**src/rtl/simple_conv_pool_core_pkg.sv**
```systemverilog
// Shared types and constants for the 8x8 conv/pool engine.
// Kernel defaults, bus map and the top-level state encoding.
package simple_conv_pool_core_pkg;

   localparam int IMG_W     = 8;
   localparam int CONV_W    = 6;
   localparam int POOL_W    = 3;
   localparam int PIX_W     = 8;
   localparam int ACC_W     = 16;
   localparam int K_W       = 4;
   localparam int NPIX      = IMG_W * IMG_W;
   localparam int OUT_SHIFT = 4;

   localparam logic [7:0] BASE_IN  = 8'd1;
   localparam logic [7:0] BASE_OUT = 8'd65;

   localparam logic [9*K_W-1:0] KERNEL_DEF = {9{4'd1}};

   typedef enum logic [2:0] {
      IDLE,
      LOAD,
      COMPUTE,
      WRITE,
      DONE
   } state_t;

   function automatic logic [PIX_W-1:0] sat_out(input logic [ACC_W-1:0] v);
      logic [ACC_W-1:0] s;
      s = v >> OUT_SHIFT;
      return (s > 16'd255) ? 8'hff : s[PIX_W-1:0];
   endfunction

endpackage

```
**src/rtl/simple_conv_pool_core_conv3x3_mac.sv**
```systemverilog
// Combinational 3x3 multiply-accumulate.
// Element n of pix/wt is row-major, n=0 is the top-left tap.
module conv3x3_mac
   import simple_conv_pool_core_pkg::*;
(
   input  logic [9*PIX_W-1:0] pix,
   input  logic [9*K_W-1:0]   wt,
   output logic [ACC_W-1:0]   sum
);

   always_comb begin
      sum = '0;
      for (int n = 0; n < 9; n++) begin
         sum = sum + ACC_W'(pix[n*PIX_W +: PIX_W]) * ACC_W'(wt[n*K_W +: K_W]);
      end
   end

endmodule

```
**src/rtl/simple_conv_pool_core.sv**
```systemverilog
// Self-starting engine: load 8x8 image, 3x3 conv, 2x2 max-pool,
// write 3x3 result back. Bus outputs are registered.
module simple_conv_pool_core
   import simple_conv_pool_core_pkg::*;
#(
   parameter logic [9*K_W-1:0] KERNEL = KERNEL_DEF
)
(
   input  logic             clk,
   input  logic             rst,
   output logic             read,
   output logic [7:0]       addr,
   output logic [PIX_W-1:0] din,
   input  logic [PIX_W-1:0] dout,
   output logic             write
);

   state_t state, state_n;

   logic [6:0] cnt, cnt_n;
   logic [1:0] win, win_n;
   logic [1:0] pi, pi_n;
   logic [1:0] pj, pj_n;

   logic [ACC_W-1:0] mx, sum, mx_next;
   logic [PIX_W-1:0] img_buf [NPIX];
   logic [9*PIX_W-1:0] wpix;
   logic [2:0] r0, c0;
   logic [5:0] cap_idx;

   logic             read_n, write_n;
   logic [7:0]       addr_n;
   logic [PIX_W-1:0] din_n;

   // Window top-left: pool cell origin plus the sub-window offset.
   assign r0 = {pi, 1'b0} + {2'b0, win[1]};
   assign c0 = {pj, 1'b0} + {2'b0, win[0]};

   always_comb begin
      wpix = '0;
      for (int a = 0; a < 3; a++) begin
         for (int b = 0; b < 3; b++) begin
            wpix[(a*3+b)*PIX_W +: PIX_W] =
               img_buf[{r0 + 3'(a), c0 + 3'(b)}];
         end
      end
   end

   conv3x3_mac u_mac (
      .pix (wpix),
      .wt  (KERNEL),
      .sum (sum)
   );

   assign mx_next = (win == 2'd0) ? sum : ((sum > mx) ? sum : mx);
   assign cap_idx = 6'(cnt - 7'd1);

   always_ff @(posedge clk or negedge rst) begin
      if (!rst) begin
         state <= IDLE;
         cnt   <= '0;
         win   <= '0;
         pi    <= '0;
         pj    <= '0;
         mx    <= '0;
         read  <= 1'b0;
         write <= 1'b0;
         addr  <= '0;
         din   <= '0;
      end else begin
         state <= state_n;
         cnt   <= cnt_n;
         win   <= win_n;
         pi    <= pi_n;
         pj    <= pj_n;
         read  <= read_n;
         write <= write_n;
         addr  <= addr_n;
         din   <= din_n;
         if (state == COMPUTE) begin
            mx <= mx_next;
         end else if (state == WRITE) begin
            mx <= '0;
         end
      end
   end

   // Read data arrives one cycle after its strobe, so capture lags by one.
   always_ff @(posedge clk) begin
      if (state == LOAD && cnt != 7'd0) begin
         img_buf[cap_idx] <= dout;
      end
   end

   always_comb begin
      state_n = state;
      cnt_n   = cnt;
      win_n   = win;
      pi_n    = pi;
      pj_n    = pj;
      unique case (state)
         IDLE: begin
            state_n = LOAD;
            cnt_n   = '0;
         end
         LOAD: begin
            if (cnt == 7'(NPIX)) begin
               state_n = COMPUTE;
               cnt_n   = '0;
               win_n   = '0;
               pi_n    = '0;
               pj_n    = '0;
            end else begin
               cnt_n = cnt + 7'd1;
            end
         end
         COMPUTE: begin
            win_n = win + 2'd1;
            if (win == 2'd3) begin
               state_n = WRITE;
            end
         end
         WRITE: begin
            if (pi == 2'(POOL_W-1) && pj == 2'(POOL_W-1)) begin
               state_n = DONE;
            end else begin
               state_n = COMPUTE;
               if (pj == 2'(POOL_W-1)) begin
                  pj_n = '0;
                  pi_n = pi + 2'd1;
               end else begin
                  pj_n = pj + 2'd1;
               end
            end
         end
         DONE: begin
            state_n = DONE;
         end
         default: state_n = IDLE;
      endcase
   end

   // Outputs are computed for the upcoming state and registered.
   always_comb begin
      read_n  = 1'b0;
      write_n = 1'b0;
      addr_n  = addr;
      din_n   = din;
      if (state_n == LOAD && cnt_n < 7'(NPIX)) begin
         read_n = 1'b1;
         addr_n = BASE_IN + 8'(cnt_n);
      end
      if (state_n == WRITE) begin
         write_n = 1'b1;
         addr_n  = BASE_OUT + 8'(pi) * 8'd3 + 8'(pj);
         din_n   = sat_out(mx_next);
      end
   end

endmodule

```
**config.mk**
```make
export PLATFORM = sky130hd
export DESIGN_NAME = simple_conv_pool_core
export DESIGN_NICKNAME = d
export VERILOG_FILES = /design/src/rtl/simple_conv_pool_core_pkg.sv /design/src/rtl/simple_conv_pool_core_conv3x3_mac.sv /design/src/rtl/simple_conv_pool_core.sv
export SDC_FILE = /design/constraint.sdc
export NUM_CORES = 1
export LEC_CHECK = 0
export BUFFER_PORTS_ARGS = -buffer_cell sky130_fd_sc_hd__buf_2
export CAP_MARGIN = 20
export CORE_MARGIN = 3
export CORE_UTILIZATION = 46
export CTS_CLUSTER_SIZE = 20
export DETAILED_ROUTE_END_ITERATION = 7
export PLACE_DENSITY = 0.58
export SYNTH_ARGS = -nofsm -noshare
export SYNTH_HDL_FRONTEND = slang
export SYNTH_SLANG_ARGS = --single-unit
```
**constraint.sdc**
```tcl
create_clock -name clk -period 23.8 [get_ports clk]
set_input_delay 5.95 -clock clk [delete_from_list [all_inputs] [get_ports clk]]
set_output_delay 5.95 -clock clk [all_outputs]
set_load 0.05 [all_outputs]
```
# Word-level counts from Yosys, hierarchy flattened
# Memory sizes are Yosys's and may differ from the RTL's.
# Index checks and enable logic that the tools add are counted.
[op_classes]
add_sub_neg = 22
n_lt_le_gt_ge = 3
n_eq_ne = 14
reduce_logical = 14
n_mux = 25
multipliers = 1
[op_table]
columns = ["op", "n"]
rows = [
  ["$add A16 B8 Y16", 7],
  ["$mux W16", 4],
  ["$mux W8", 3],
  ["$gt A16 B16 Y1", 1],
  ["$pmux W3 S5", 1],
  ["$pmux W7 S2", 1],
  ["$gt A12 B8 Y1 const B", 1],
  ["$pmux W2 S2", 3],
  ["$mux W2", 5],
  ["$add A8 B8 Y9", 1],
  ["$eq A3 B2 Y1 const B", 3],
  ["$mux W3", 3],
  ["$add A1 B7 Y8 const A", 1],
  ["$add A7 B4 Y8 const A", 1],
  ["$add A8 B2 Y8", 1],
  ["$reduce_bool A2 Y1", 4],
  ["$add A7 B1 Y7 const B", 1],
  ["$eq A7 B7 Y1 const B", 1],
  ["$lt A7 B7 Y1 const B", 1],
  ["$mux W7", 1],
  ["$reduce_bool A7 Y1", 1],
  ["$add A2 B1 Y2 const B", 3],
  ["$add A3 B1 Y3", 2],
  ["$add A3 B1 Y3 const B", 2],
  ["other kinds (16)", 27],
]
[totals]
in_bits = 10
elab_cells = 91
reg_bits = 50
memories = 1
out_inout_bits = 18
ram_bits = 512
[mem_list]
columns = ["name", "depth", "width", "read_ports", "rd_ports_with_merged_regs", "write_ports", "line", "source"]
rows = [
  ["img_buf", 64, 8, 9, 0, 1, "simple_conv_pool_core.sv:26", "logic [PIX_W-1:0] img_buf [NPIX];"],
]

# Longest topological paths before layout
# An unclocked memory read counts as a cell.
[depth]
ltp_word = 16
ltp_mapped = 41
ltp_nobuf = 36

# Cells and area by module
# Synthesis repeated with hierarchy kept, for this count alone.
[hier_totals]
hier_cells = 3205
hier_area_um2 = 41486.0
[modules_own_cells]
columns = ["mod", "seq_area_each_um2", "cells_per_inst", "n_inst", "area_per_inst_um2"]
rows = [
  ["simple_conv_pool_core", 16625.9, 2161, 1, 32048.2],
  ["conv3x3_mac", 0.0, 1044, 1, 9437.8],
]

# Least setup slack after synthesis
# No wires, ideal clock.
[synth_path]
path_kind = "reg2reg"
startpoint = "reg pj[0]"
endpoint = "reg mx[11]"
setup_time_ps = 125
slack_ps = 14963
required_time_ps = 23675
path_stages_with_launch = 36
path_buffers = 4
period_less_slack_ps = 8837
arrival_ps = 8712
path_cell_list = "dfrtp_1 > ha_1 > buf_2 > buf_2 > mux4_2 > mux2i_1 > nand2_1 > o21ai_0 > o22ai_1 > or2_2 > ha_1 > a21o_1 > a21oi_1 > nor2b_1 > o21a_1 > o41ai_1 > xor2_1 > fa_1 > fa_1 > fa_1 > fa_1 > inv_1 > ha_1 > nand3_1 > o211ai_1 > o41ai_1 > xnor2_1 > ha_1 > nand4_1 > or2_2 > a211oi_1 > a311oi_1 > buf_2 > nor2_2 > buf_2 > mux2_2"
[synth_between]
elab_chain_cells = 15
word_cells_on_any_way = 16
classes_between = "add/sub: 11; order compare: 1; mux: 3; memory: 1"
[synth_rtl]
columns = ["item", "line", "source"]
rows = [
  ["start: declaration", "simple_conv_pool_core.sv:23", "logic [1:0] pj, pj_n;"],
  ["start signal: assignment", "simple_conv_pool_core.sv:75", "pj <= pj_n;"],
  ["$add A3 B1 Y3 *", "simple_conv_pool_core.sv:37", "assign c0 = {pj, 1'b0} + {2'b0, win[0]};"],
  ["$add A3 B1 Y3", "simple_conv_pool_core.sv:44", "img_buf[{r0 + 3'(a), c0 + 3'(b)}];"],
  ["$mem_v2 Z64 W8 *", "-", ""],
  ["$add A8 B8 Y9", "simple_conv_pool_core_conv3x3_mac.sv:14", "sum = sum + ACC_W'(pix[n*PIX_W +: PIX_W]) * ACC_W'(wt[n*K_W +: K_W]);"],
  ["$add A16 B8 Y16 (6 in series)", "simple_conv_pool_core_conv3x3_mac.sv:14", ""],
  ["$add A16 B8 Y16 *", "simple_conv_pool_core_conv3x3_mac.sv:14", ""],
  ["$gt A16 B16 Y1", "simple_conv_pool_core.sv:55", "assign mx_next = (win == 2'd0) ? sum : ((sum > mx) ? sum : mx);"],
  ["$mux W16", "simple_conv_pool_core.sv:55", ""],
  ["$mux W16 *", "simple_conv_pool_core.sv:55", ""],
  ["$mux W16 *", "simple_conv_pool_core.sv:80", "if (state == COMPUTE) begin"],
  ["end signal: assignment", "simple_conv_pool_core.sv:81", "mx <= mx_next;"],
  ["end: declaration", "simple_conv_pool_core.sv:25", "logic [ACC_W-1:0] mx, sum, mx_next;"],
]
# Every way passes the cells marked *; elsewhere a longest branch is shown, timed or not. The select of a mux whose other input is x is not followed.
# A chain may end at the register's enable or synchronous reset.

# Final worst setup path
[layout_path]
startpoint = "reg win[0]"
endpoint = "reg mx[7]"
[layout_between]
elab_chain_cells = 15
word_cells_on_any_way = 17
classes_between = "add/sub: 11; order compare: 1; mux: 3; reduce/logical: 1; memory: 1"
[layout_rtl]
columns = ["item", "line", "source"]
rows = [
  ["start: declaration", "simple_conv_pool_core.sv:21", "logic [1:0] win, win_n;"],
  ["start signal: assignment", "simple_conv_pool_core.sv:73", "win <= win_n;"],
  ["$add A3 B1 Y3", "simple_conv_pool_core.sv:37", ""],
  ["$add A3 B1 Y3", "simple_conv_pool_core.sv:44", ""],
  ["$mem_v2 Z64 W8", "-", ""],
  ["$add A8 B8 Y9", "simple_conv_pool_core_conv3x3_mac.sv:14", ""],
  ["$add A16 B8 Y16 (7 in series)", "simple_conv_pool_core_conv3x3_mac.sv:14", ""],
  ["$gt A16 B16 Y1", "simple_conv_pool_core.sv:55", ""],
  ["$mux W16", "simple_conv_pool_core.sv:55", ""],
  ["$mux W16 *", "simple_conv_pool_core.sv:55", ""],
  ["$mux W16 *", "simple_conv_pool_core.sv:80", ""],
]
# Marks and branches as above.

==> impl_metrics.prom <==
# TYPE chip_impl_metric gauge
chip_impl_metric{name="layout-area-overhead-vs-synth",unit="%"} 8.57
chip_impl_metric{name="reg2regPathDepth",unit=""} 31
chip_impl_metric{name="post_cts_resized",unit=""} 0
chip_impl_metric{name="synth_cell_type_count",unit=""} 72
chip_impl_metric{name="grt_max_degree",unit=""} 97
chip_impl_metric{name="dp.final_hpwl",unit="mm"} 76.2
chip_impl_info{name="worst_hold_path_type",value="reg -> reg"} 1
chip_impl_info{name="ys_dominant_reg_cell",value="edfxtp_1"} 1
chip_impl_metric{name="route.antenna.remaining_nets",unit=""} 0
chip_impl_info{name="timing.setup.critical_path_class",value="reg -> reg"} 1
chip_impl_metric{name="setup-tns-final",unit="ns"} 0
chip_impl_metric{name="timing.final.hold_violations",unit=""} 0
chip_impl_metric{name="clock-sinks",unit=""} 562
chip_impl_info{name="worst_r2r_startpoint",value="win[0]$_DFFE_PN0P_"} 1
chip_impl_metric{name="postSynthRegisterBits",unit=""} 562
chip_impl_metric{name="timing.clock.skew",unit="ns"} 0.0309
chip_impl_metric{name="cp.required",unit="ns"} 24.31
chip_impl_metric{name="placed_cells_incl_taps",unit=""} 3264
chip_impl_metric{name="setup_ws",unit="ns"} 12.19
chip_impl_metric{name="cts_max_path_buffers",unit=""} 3
chip_impl_metric{name="grt_use_total",unit=""} 0.286
chip_impl_metric{name="route.detailed.wl_per_inst",unit="um"} 32.6
chip_impl_metric{name="drt-total-wl",unit="mm"} 110
chip_impl_metric{name="finalSetupViolCount",unit=""} 0
chip_impl_metric{name="fp.dieH",unit="um"} 278
chip_impl_metric{name="placement.setup.worst_slack",unit="ns"} 12.12
chip_impl_metric{name="design.final.nets",unit=""} 2476
chip_impl_metric{name="timing.max_cap.violations",unit=""} 0
chip_impl_metric{name="numCtsBuffers",unit=""} 60
chip_impl_metric{name="finalPower",unit="mW"} 2.04
chip_impl_metric{name="clock_pin_slew_on_the_worst_setup_and_hold_paths",unit="ns"} 0.06
chip_impl_metric{name="worst_slew_pin_slew",unit="ns"} 1.18
chip_impl_metric{name="wire_length_of_the_first_global_routing_pass",unit="mm"} 160
chip_impl_info{name="synth.most_common_cell",value="edfxtp_1"} 1
chip_impl_metric{name="antenna_found_initial",unit=""} 3
chip_impl_metric{name="leakagePower",unit="nW"} 11.8
chip_impl_metric{name="clock.fmax",unit="MHz"} 86.2
chip_impl_metric{name="global_route.overflow_total",unit=""} 0
chip_impl_info{name="worst_hold_startpoint",value="addr[7]$_DFFE_PN0P_"} 1
chip_impl_metric{name="dr.first_iter.drc_count",unit=""} 2315
chip_impl_metric{name="cts.hold.buffers_added",unit=""} 0
chip_impl_metric{name="crit_fanout",unit=""} 38
chip_impl_metric{name="detail_route.vias_per_cell",unit=""} 6.58
chip_impl_metric{name="post_synth_inst_count",unit=""} 2411
chip_impl_metric{name="asyncSetResetFlopFracSynth",unit=""} 0.0890
chip_impl_info{name="start_kind",value="flip-flop"} 1
chip_impl_metric{name="die-area",unit="mm2"} 0.0771
chip_impl_info{name="worstSetupEndpointType",value="flip-flop"} 1
chip_impl_metric{name="drc",unit=""} 0
chip_impl_metric{name="core.rowCount",unit=""} 99
chip_impl_info{name="crit_top_cell",value="fa_1"} 1
chip_impl_metric{name="finalNonFillerCells",unit=""} 3380
chip_impl_metric{name="worst_skew_pair.late_latency",unit="ns"} 0.65
chip_impl_info{name="cts_tree",value="built"} 1
chip_impl_metric{name="synth.net_count",unit=""} 2519
chip_impl_metric{name="htree_levels",unit=""} 2
chip_impl_metric{name="place.gp.congestion",unit=""} 1.00
chip_impl_metric{name="timing.critical_path.slowest_cell_delay",unit="ns"} 0.91
chip_impl_info{name="status",value="completed"} 1
chip_impl_metric{name="core_area",unit="mm2"} 0.0731
chip_impl_metric{name="synth_edf_count",unit=""} 512
chip_impl_metric{name="syn_std_cell_area",unit="mm2"} 0.0340
chip_impl_metric{name="initial_utilization",unit=""} 0.465
chip_impl_metric{name="dr_total_vias",unit=""} 22200
chip_impl_metric{name="layout_min_cycle_time",unit="ns"} 11.61
chip_impl_metric{name="timing.max_slew.rel_slack",unit=""} 0.209
chip_impl_info{name="cts.root.buffer_cell",value="clkbuf_16"} 1
chip_impl_metric{name="ys_warn_count",unit=""} 0
chip_impl_info{name="cell_type_of_the_slowest_stage_on_the_worst_timing_path",value="a311oi_2"} 1
chip_impl_metric{name="width_of_the_chip",unit="um"} 278
chip_impl_metric{name="final_layout_size_suffix_gt1_frac",unit=""} 0.245
chip_impl_info{name="area_leader_netlist",value="edfxtp_1"} 1
chip_impl_metric{name="hold_path_depth",unit=""} 1
chip_impl_metric{name="worst-endpoint-arrival",unit="ns"} 12.11
chip_impl_metric{name="ios",unit=""} 28
chip_impl_metric{name="period_share",unit=""} 0.488
chip_impl_info{name="synth_common_cells",value="edfxtp_1 (512), mux4_2 (280), mux2i_1 (238)"} 1
chip_impl_metric{name="final_max_tran_viols",unit=""} 0
chip_impl_info{name="critPathLaunch",value="win[0]$_DFFE_PN0P_"} 1
chip_impl_metric{name="dr.pass1.iters",unit=""} 6
chip_impl_metric{name="cellPowerDensity",unit="mW/mm2"} 55.4
chip_impl_info{name="synthTopCellsByArea",value="edfxtp_1 (45%), mux4_2 (19%), mux2i_1 (7.0%)"} 1
chip_impl_metric{name="number_of_buffers_inserted_by_port_buffering",unit=""} 27
chip_impl_metric{name="first_global_vias",unit=""} 22300
chip_impl_metric{name="vdd_drop_max",unit="mV"} 0.0625
chip_impl_metric{name="syn_avg_cell_area",unit="um2"} 14.1
chip_impl_info{name="setup_repair_after_global_routing_missed_its_margin",value="false"} 1
chip_impl_metric{name="register_area_share_after_synthesis",unit=""} 0.489
chip_impl_metric{name="synth_top_area_share",unit=""} 0.453
chip_impl_metric{name="post-cts-setup-buffers",unit=""} 0
[per-layer routing]
| layer | up-vias | track usage | wire [um] |
|---|---|---|---|
| li1 | 9432 | - | - |
| met1 | 11600 | 0.388 | 44900 |
| met2 | 996 | 0.456 | 51300 |
| met3 | 203 | 0.0522 | 8370 |
| met4 | 0 | 0.126 | 5540 |
| met5 | - | 0 | 0 |
[critical path: cells and delay by family (launching register included)]
family / cells / cell delay [ns]
AO/OA/AOI/OAI: 9 / 2.69
XOR/XNOR: 2 / 0.40
multiplexers: 3 / 1.24
AND/OR/NAND/NOR: 6 / 1.44
buffers and inverters: 3 / 1.38
adder cells (fa/ha/maj): 8 / 3.56
flip-flops: 1 / 0.69
[registers in the layout, indices dropped and copies added, names as in the netlist]
register	cells
pj	2
write	1
win	2
state	3
pi	2
cnt	7
addr	8
din	8
read	1
img_buf	512
mx	16
[stage by stage]
stage	utilization	hold slack (ns)	area [um2]
finish	0.505	0.503	36900
global route	0.505	0.518	36900
CTS	0.504	0.512	36900
detailed placement	0.477	0.494	34900
global placement	0.477	0.474	34900
floorplan	-	0.487	34000
[worst paths after layout]
| path | end | slack, ns |
|---|---|---|
| worst max-delay path | mx[7]$_DFFE_PN0P_ | 12.19 |
| worst min-delay path | addr[7]$_DFFE_PN0P_ | 0.50 |
| worst max register to register | mx[7]$_DFFE_PN0P_ | 12.19 |
| worst min register to register | addr[7]$_DFFE_PN0P_ | 0.50 |
| max in group asynchronous | win[0]$_DFFE_PN0P_ | 17.86 |
| min in group asynchronous | addr[6]$_DFFE_PN0P_ | 5.44 |
[cell type report]
class	count	area [um2]
antenna	3	7.51
inverter	88	335
sequential	562	16600
fill	6124	36200
multi-input combinational	1586	16200
timing repair buffer	70	470
clock buffer	70	1580
clock inverter	42	414
tap	959	1200
[kinds of logic (layout without fill, tap and decap cells)]
logic type / Yosys count / after routing / synth area share
XOR/XNOR: 23 / 23 / 0.00615
other: 0 / 3 / 0
AO/OA/AOI/OAI: 346 / 346 / 0.0675
buffers and inverters: 263 / 270 / 0.0346
multiplexers: 640 / 640 / 0.296
AND/OR/NAND/NOR: 479 / 479 / 0.0590
flip-flops: 562 / 562 / 0.489
adder cells (fa/ha/maj): 98 / 98 / 0.0471
[where the power goes]
group          switching [mW]  internal (mW)  total [mW]
logic                  0.0172        0.00214      0.0193
clock network           0.395          0.551       0.946
registers            0.000348           1.08        1.08
[cells in the final DEF, fill, tap and decap left out, types with 9 or more instances in the layout]
master,count
o221ai_1,41
inv_1,85
nand2_1,221
xor2_1,9
nand3_1,16
nor2_1,175
dfrtp_1,47
clkbuf_16,62
mux4_2,280
edfxtp_1,512
mux2i_1,238
fa_1,50
o21ai_0,121
mux2_2,116
buf_4,42
o22a_1,37
o22ai_1,33
clkinv_2,18
a31o_2,10
a21oi_1,45
buf_2,27
xnor2_1,11
ha_1,46
nor3_1,9
nand4_1,9
(Power assumes the default switching activity.)
